<file path="config.mk">
export PLATFORM = sky130hd
export DESIGN_NAME = cache_refill_ctrl
export DESIGN_NICKNAME = d
export VERILOG_FILES = /design/src/rtl/cache_pkg.sv /design/src/rtl/refill_beat_counter.sv /design/src/rtl/cache_refill_ctrl.sv
export SDC_FILE = /design/constraint.sdc
export NUM_CORES = 1
export LEC_CHECK = 0
export BUFFER_PORTS_ARGS = -buffer_cell sky130_fd_sc_hd__buf_4
export CORE_MARGIN = 2
export CORE_UTILIZATION = 30
export DETAILED_ROUTE_END_ITERATION = 8
export GPL_TIMING_DRIVEN = 0
export PLACE_DENSITY = 0.69
export SYNTH_ARGS = -nofsm -noshare
export SYNTH_HDL_FRONTEND = slang
export SYNTH_HIERARCHICAL = 1
export SYNTH_SLANG_ARGS = --single-unit
</file>
<file path="constraint.sdc">
create_clock -name clk -period 1.6 [get_ports clk]
set_input_delay 0.32 -clock clk [delete_from_list [all_inputs] [get_ports clk]]
set_output_delay 0.32 -clock clk [all_outputs]
set_load 0.02 [all_outputs]
</file>
<file path="src/rtl/cache_pkg.sv">
// Shared definitions for the cache line refill path: default geometry
// constants and the refill controller state encoding.
package cache_pkg;

  // Default cache geometry
  localparam int unsigned TAG_W_DEF  = 8;
  localparam int unsigned IDX_W_DEF  = 4;
  localparam int unsigned DATA_W_DEF = 32;
  localparam int unsigned BEATS_DEF  = 4;

  // Refill controller states
  typedef enum logic [1:0] {
    ST_IDLE   = 2'd0,
    ST_REQ    = 2'd1,
    ST_FILL   = 2'd2,
    ST_UPDATE = 2'd3
  } refill_state_e;

endpackage

</file>
<file path="src/rtl/refill_beat_counter.sv">
// Beat slot counter for a line refill. Cleared when the line request is
// accepted, advanced once per accepted response beat, and flags the final
// beat of the line so the controller can move on to the tag update.
module refill_beat_counter
  import cache_pkg::*;
#(
  parameter  int unsigned BEATS  = BEATS_DEF,
  localparam int unsigned BEAT_W = $clog2(BEATS)
) (
  input  logic              clk,
  input  logic              reset,
  input  logic              clr_i,
  input  logic              en_i,
  output logic [BEAT_W-1:0] count_o,
  output logic              last_o
);

  logic [BEAT_W-1:0] count_q;
  logic [BEAT_W-1:0] count_d;

  // Next count: clear has priority over advance
  always_comb begin
    count_d = count_q;
    if (clr_i) begin
      count_d = '0;
    end else if (en_i) begin
      count_d = count_q + BEAT_W'(1);
    end
  end

  // Count register
  always_ff @(posedge clk or posedge reset) begin
    if (reset) begin
      count_q <= '0;
    end else begin
      count_q <= count_d;
    end
  end

  assign count_o = count_q;
  assign last_o  = (count_q == BEAT_W'(BEATS - 1));

endmodule

</file>
<file path="src/rtl/cache_refill_ctrl.sv">
// Cache line refill controller. On a miss pulse it captures the missing
// tag/index, issues one line fetch to memory, streams the returned beats into
// the data array, then installs the tag (which marks the line valid).
// Misses arriving while busy and response beats arriving outside the fill
// phase are dropped and recorded in a sticky error flag.
module cache_refill_ctrl
  import cache_pkg::*;
#(
  parameter  int unsigned TAG_W  = TAG_W_DEF,
  parameter  int unsigned IDX_W  = IDX_W_DEF,
  parameter  int unsigned DATA_W = DATA_W_DEF,
  parameter  int unsigned BEATS  = BEATS_DEF,
  localparam int unsigned BEAT_W = $clog2(BEATS)
) (
  input  logic                   clk,
  input  logic                   reset,
  input  logic                   miss,
  input  logic [TAG_W-1:0]       req_tag,
  input  logic [IDX_W-1:0]       req_index,
  output logic                   stall,
  output logic                   mem_req_valid,
  input  logic                   mem_req_ready,
  output logic [TAG_W+IDX_W-1:0] mem_req_addr,
  input  logic                   mem_rsp_valid,
  input  logic [DATA_W-1:0]      mem_rsp_data,
  output logic                   data_we,
  output logic [IDX_W-1:0]       data_wr_index,
  output logic [BEAT_W-1:0]      data_wr_beat,
  output logic [DATA_W-1:0]      data_wr_data,
  output logic                   tag_we,
  output logic [IDX_W-1:0]       tag_wr_index,
  output logic [TAG_W-1:0]       tag_wr_tag,
  output logic                   refill_done,
  output logic                   err
);

  refill_state_e     state_q;
  refill_state_e     state_d;
  logic [TAG_W-1:0]  cap_tag_q;
  logic [TAG_W-1:0]  cap_tag_d;
  logic [IDX_W-1:0]  cap_idx_q;
  logic [IDX_W-1:0]  cap_idx_d;
  logic              err_q;
  logic              err_d;
  logic              stall_q;
  logic              req_vld_q;
  logic              upd_q;

  logic              fill_beat;
  logic              req_accept;
  logic [BEAT_W-1:0] beat_cnt;
  logic              beat_last;

  // A response beat is only consumed while filling; elsewhere it is a stray
  assign fill_beat  = (state_q == ST_FILL) && mem_rsp_valid;
  // The request is held in REQ, so ready alone completes the handshake
  assign req_accept = (state_q == ST_REQ) && mem_req_ready;

  refill_beat_counter #(
    .BEATS (BEATS)
  ) u_beat_cnt (
    .clk     (clk),
    .reset   (reset),
    .clr_i   (req_accept),
    .en_i    (fill_beat),
    .count_o (beat_cnt),
    .last_o  (beat_last)
  );

  // Next-state logic of the refill sequence
  always_comb begin
    state_d = state_q;
    unique case (state_q)
      ST_IDLE:   if (miss)                   state_d = ST_REQ;
      ST_REQ:    if (mem_req_ready)          state_d = ST_FILL;
      ST_FILL:   if (fill_beat && beat_last) state_d = ST_UPDATE;
      ST_UPDATE:                             state_d = ST_IDLE;
      default:                               state_d = ST_IDLE;
    endcase
  end

  // State register with registered state-decoded outputs, so stall never
  // depends combinationally on miss
  always_ff @(posedge clk or posedge reset) begin
    if (reset) begin
      state_q   <= ST_IDLE;
      stall_q   <= 1'b0;
      req_vld_q <= 1'b0;
      upd_q     <= 1'b0;
    end else begin
      state_q   <= state_d;
      stall_q   <= (state_d != ST_IDLE);
      req_vld_q <= (state_d == ST_REQ);
      upd_q     <= (state_d == ST_UPDATE);
    end
  end

  // Capture the missing address only when idle; later misses are dropped
  // and protocol violations latch the sticky error
  always_comb begin
    cap_tag_d = cap_tag_q;
    cap_idx_d = cap_idx_q;
    err_d     = err_q;
    if ((state_q == ST_IDLE) && miss) begin
      cap_tag_d = req_tag;
      cap_idx_d = req_index;
    end
    if (miss && (state_q != ST_IDLE)) begin
      err_d = 1'b1;
    end
    if (mem_rsp_valid && (state_q != ST_FILL)) begin
      err_d = 1'b1;
    end
  end

  // Captured address and error flag registers
  always_ff @(posedge clk or posedge reset) begin
    if (reset) begin
      cap_tag_q <= '0;
      cap_idx_q <= '0;
      err_q     <= 1'b0;
    end else begin
      cap_tag_q <= cap_tag_d;
      cap_idx_q <= cap_idx_d;
      err_q     <= err_d;
    end
  end

  assign stall         = stall_q;
  assign mem_req_valid = req_vld_q;
  assign mem_req_addr  = {cap_tag_q, cap_idx_q};

  // Beat writes go straight through in the cycle the beat arrives; data is
  // gated so nothing leaks onto the write bus when no write is happening
  assign data_we       = fill_beat;
  assign data_wr_index = cap_idx_q;
  assign data_wr_beat  = beat_cnt;
  assign data_wr_data  = fill_beat ? mem_rsp_data : '0;

  assign tag_we        = upd_q;
  assign tag_wr_index  = cap_idx_q;
  assign tag_wr_tag    = cap_tag_q;
  assign refill_done   = upd_q;
  assign err           = err_q;

endmodule

</file>
Word level (Yosys, flattened, before mapping):

Cells that the tools add are included.

* reduce and logical (&&, ||, !) cells: 11
* add/subtract/negate cells: 1
* equality and inequality tests: 7
* multiplexer cells: 9

Operators by type and width (count)
* 32-bit 2-to-1 mux: 1
* 2-bit 2-to-1 mux: 5
* 2-bit equality test (second input constant): 4
* 2-bit case mux with 4 select lines: 1
* 2-bit nonzero test: 4
* 1-bit logical AND: 6
* 2-bit by 1-bit equality test with 1-bit output (second input constant): 2
* 2-bit by 1-bit adder with 2-bit output (second input constant): 1
* 2-bit zero test: 1
* 1-bit 2-to-1 mux: 2
* 2-bit inequality test (second input constant): 1

* output and inout bits: 68
* word-level logic and storage cells: 36
* register bits after elaboration: 20
* bits of input ports: 49

Depth between registers and ports, before layout:

* depth in word-level cells: 6
* gate-level depth with buffers: 6
* mapped depth without buffers: 4

Hierarchy:

Netlist, hierarchy kept.

Modules (own cells, without submodules)
* cache_refill_ctrl: instances 1, cells an instance 108, seq. area each 450.4 µm², area each 1106.1 µm²
* refill_beat_counter: instances 1, cells an instance 8, seq. area each 50.0 µm², area each 92.6 µm²

Worst setup path after synthesis:

No wires, ideal clock.

* path type: register to output
* start: register state_q[0]
* end: output port data_wr_data[22]
* arrival: 1.258 ns
* cell stages (with the launch flop): 6
* setup slack: 0.022 ns
* buffers on the path: 2
* required time: 1.280 ns
* path through: dfrtp_1 -> buf_6 -> nand2b_4 -> nor2_4 -> buf_2 -> and2_1

* cells in the longest elaborated chain, start to end: 3

Ends and longest elaborated chain
* from (decl): RTL line cache_refill_ctrl.sv:37 `refill_state_e state_q;`
* from (signal assigned): RTL line cache_refill_ctrl.sv:91 `state_q <= state_d;`
* 2-bit equality test: RTL line cache_refill_ctrl.sv:55 `assign fill_beat = (state_q == ST_FILL) && mem_rsp_valid;`
* 1-bit logical AND: RTL line cache_refill_ctrl.sv:55
* named net data_we: RTL line cache_refill_ctrl.sv:26 `output logic data_we,`
* 32-bit 2-to-1 mux: RTL line cache_refill_ctrl.sv:138 `assign data_wr_data = fill_beat ? mem_rsp_data : '0;`
* to (decl): RTL line cache_refill_ctrl.sv:29 `output logic [DATA_W-1:0] data_wr_data,`

The timed path passes the listed nets, and every way through them passes these cells.

Final worst setup path:

* start: register state_q[0]
* end: output port data_wr_data[23]

* cells in the longest elaborated chain, start to end: 3

Ends and longest elaborated chain (RTL line)
* 2-bit equality test: cache_refill_ctrl.sv:55
* 1-bit logical AND: cache_refill_ctrl.sv:55
* 32-bit 2-to-1 mux: cache_refill_ctrl.sv:138

No other way between the ends.

==> results.sh <==
export IMPL_synthCells=116
export IMPL_finalMaxSlewViolations=0
export IMPL_yosys_area_top_type_share_pct=41.75
export IMPL_tightest_slew_ns=0.6746
export IMPL_combPwrFrac_pct=66.0
export IMPL_max_slew_margin_pct=54.97
export IMPL_final_setup_tns_ns=-3.666
export IMPL_mostFrequentLayoutCells="130 x buf_4, 22 x and2_1, 20 x dfrtp_1, 18 x buf_6, 12 x mux2_2"
export IMPL_p_clk_share_pct=12.0
export IMPL_clkLatencyLatePin_ns=0.25
export IMPL_met2_usage_pct=26.36
export IMPL_ys_warn_count=6
export IMPL_yosysTopAreaCell="dfrtp_1"
export IMPL_start_util_pct=32.02
export IMPL_p_sw_share_pct=38.64
export IMPL_synth_nets=166
export IMPL_dp_cells=280
export IMPL_hpwlAfterDp_um=2832
export IMPL_post_drt_wl_per_cell_um=12.39
export IMPL_rows=22
export IMPL_fin_crit_sh_pct=109.0
export IMPL_irDropWorstVdd_mv=1.042
export IMPL_multiInputGateArea_um2=528.0
export IMPL_die_w_um=67.21
export IMPL_fin_crit_ns=1.744
export IMPL_final_design_area_no_fill_um2=2387
export IMPL_p_per_area_nw_per_um2=1726
export IMPL_routed_via_density=4.031
export IMPL_drc_errors=0
export IMPL_drt_wl_total_um=3656
export IMPL_cp_common_cell="buf_6"
export IMPL_antennaDiodeCount=0
export IMPL_finalNonFillerCells=295
export IMPL_max_freq_mhz=573.2
export IMPL_first_iter_violations=22
export IMPL_cts_made_buffers=3
export IMPL_finalPower_mw=4.121
export IMPL_routabilityCongestion=0.7606
export IMPL_final_common_cell="buf_4"
export IMPL_cts_sink_count=20
export IMPL_cpPeakStageDelay_ns=0.39
export IMPL_min_path_type="input pin to flop"
export IMPL_p_seq_share_pct=22.0
export IMPL_coreArea_um2=3744
export IMPL_dieArea_um2=4517
export IMPL_clkTransAtPathRegs_ns=0.07
export IMPL_grt_pass1_vias=1106
export IMPL_power_switching_mw=1.592
export IMPL_startpoint_type="flop"
export IMPL_finalSetupViolCount=33
export IMPL_p_leak_nw=1.290
export IMPL_critical_path_endpoint_type="primary output"
export IMPL_post_place_ws_ns=-0.03154
export IMPL_cts_tree="done"
export IMPL_synth_top_cells_by_area="dfrtp_1 42%, and2_1 17%, mux2_2 11%"
export IMPL_path_cells="nand2b_4 > nor2_4 > buf_6 > buf_6 > and2_4 > buf_6"
export IMPL_clock_skew_ns=0.004011
export IMPL_synthDistinctLibCells=23
export IMPL_io_buffers=116
export IMPL_cp_required_ns=1.28
export IMPL_nets=298
export IMPL_grt_remaining_overflow=0
export IMPL_avgSynthCellArea_um2=10.33
export IMPL_cp_max_fo=5
export IMPL_placed_cell_area_um2=2130
export IMPL_cts_buffer_depth=2
export IMPL_grt_pass1_wl_um=5078
export IMPL_violations="setup timing"
export IMPL_grt_use_met3_pct=3.167
export IMPL_p_int_mw=2.528
export IMPL_num_fill_cells=319
export IMPL_layout_setup_ws_ns=-0.1445
export IMPL_syn2layout_area_growth_pct=99.16
export IMPL_grt_use_total_pct=14.68
export IMPL_slowest_stage="dfrtp_1"
export IMPL_ant_nets=0
export IMPL_ctsHtreeMaxLevel=1
export IMPL_drive_gt1_share_pct=72.06
export IMPL_dr_pass1_iters=4
export IMPL_ys_ff_latch=20
export IMPL_rsz0062_at_grt="true"
export IMPL_seq_area_frac_synth_pct=41.75
export IMPL_netlist_area_um2=1199
export IMPL_fp_dieH_um=67.21
export IMPL_io_pins=117
export IMPL_crit_type="flop to primary output"
export IMPL_seq_area_um2=500.5
export IMPL_worstPathArrival_ns=1.42
export IMPL_cap_violations=0
export IMPL_cts_root_buf="clkbuf_8"
export IMPL_antenna_found_initial=0
export IMPL_timing_hold_violations_final=0
export IMPL_grt_busiest_layer="met2"
export IMPL_grt_max_degree=19
export IMPL_run_status="complete, but fails checks"
export IMPL_num_vias=1189
export IMPL_grt_use_met1_pct=18.31
[critical path, delay by kind of cell, from the launching register on]
| kind | cells | cell delay, ns |
|---|---|---|
| AND/OR/NAND/NOR | 3 | 0.44 |
| flip-flops | 1 | 0.39 |
| buffers and inverters | 3 | 0.34 |
[synthesized netlist by cell type]
master,count
nor3_1,2
ha_1,1
inv_1,5
buf_2,1
o21ai_0,1
clkbuf_2,2
a21oi_1,2
nand2_1,3
nor2_4,1
and2_1,32
nor3b_4,1
xnor2_1,1
nor2_1,5
mux2i_1,2
nand2b_4,1
nand3b_1,1
buf_6,3
o21bai_1,1
dfrtp_1,20
mux2_2,12
nor2b_1,1
buf_4,17
a31oi_1,1
[routing by layer]
layer	share of wire [%]	vias up
met2	58	32
met4	0.60	0
met1	37	541
li1	-	614
met5	0	-
met3	3.9	2
[power groups by stage]
stage               clock network, mW  logic (mW)  registers [mW]
floorplan                           0        1.31            1.14
global placement                    0        2.52           0.902
detailed placement                  0        2.53           0.915
CTS                             0.507        2.72           0.905
global route                    0.537        2.89           0.933
finish                          0.495        2.72           0.905
[worst paths after layout]
check	startpoint	to	slack [ns]	cells after the start
setup / recovery	state_q[0]	data_wr_data[23]	-0.14	6
hold / removal	req_tag[0]	tag_wr_tag[0]	0.29	2
setup reg to reg	state_q[1]	data_wr_index[0]	0.05	5
hold reg to reg	err	err	0.48	1
max in group asynchronous	reset	tag_wr_tag[6]	0.43	3
min in group asynchronous	reset	u_beat_cnt/count_o[1]	0.48	3
[sequential cells by signal (all words and copies together) (netlist names)]
name	flops
tag_wr_tag	8
data_wr_index	4
state_q	2
u_beat_cnt/count_o	2
err	1
mem_req_valid	1
refill_done	1
stall	1
[stage by stage]
stage	hold slack (ns)	utilization, %
floorplan	0.06118	-
global placement	0.1894	56.89
detailed placement	0.1921	56.89
CTS	0.2863	63.24
global route	0.2841	63.77
finish	0.2914	63.77
[layout make-up]
| class | instances | share of cell area [%] |
|---|---|---|
| buffer | 22 | 7.390 |
| clock buffer | 3 | 1.730 |
| clock inverter | 1 | 1.258 |
| inverter | 5 | 0.7862 |
| multi-input combinational | 68 | 22.12 |
| sequential | 20 | 20.96 |
| tap | 48 | 2.516 |
| timing repair buffer | 128 | 43.24 |
[logic make-up (layout without fill, tap and decap cells)]
kind of cell | after synthesis | count (layout) | synth area share [%]
buffers and inverters | 28 | 159 | 16.28
AOI/OAI and AO/OA | 5 | 5 | 2.401
DFF | 20 | 20 | 41.75
xor gates and xnor gates | 1 | 1 | 0.7308
muxes | 14 | 14 | 12.94
adders and majority gates | 1 | 1 | 1.044
and+or+nand+nor | 47 | 47 | 24.84
[timing repair]
action / 4_1_cts / 5_1_grt
pin swaps: 3 / 8
endpoints found under the setup margin: 33 / 44
resized for setup: 27 / 5
setup buffers: 8 / 4
hold buffers: 1 / 0
endpoints found under the hold margin: 2 / 0
Note: power is estimated with default switching activity, not from simulation.
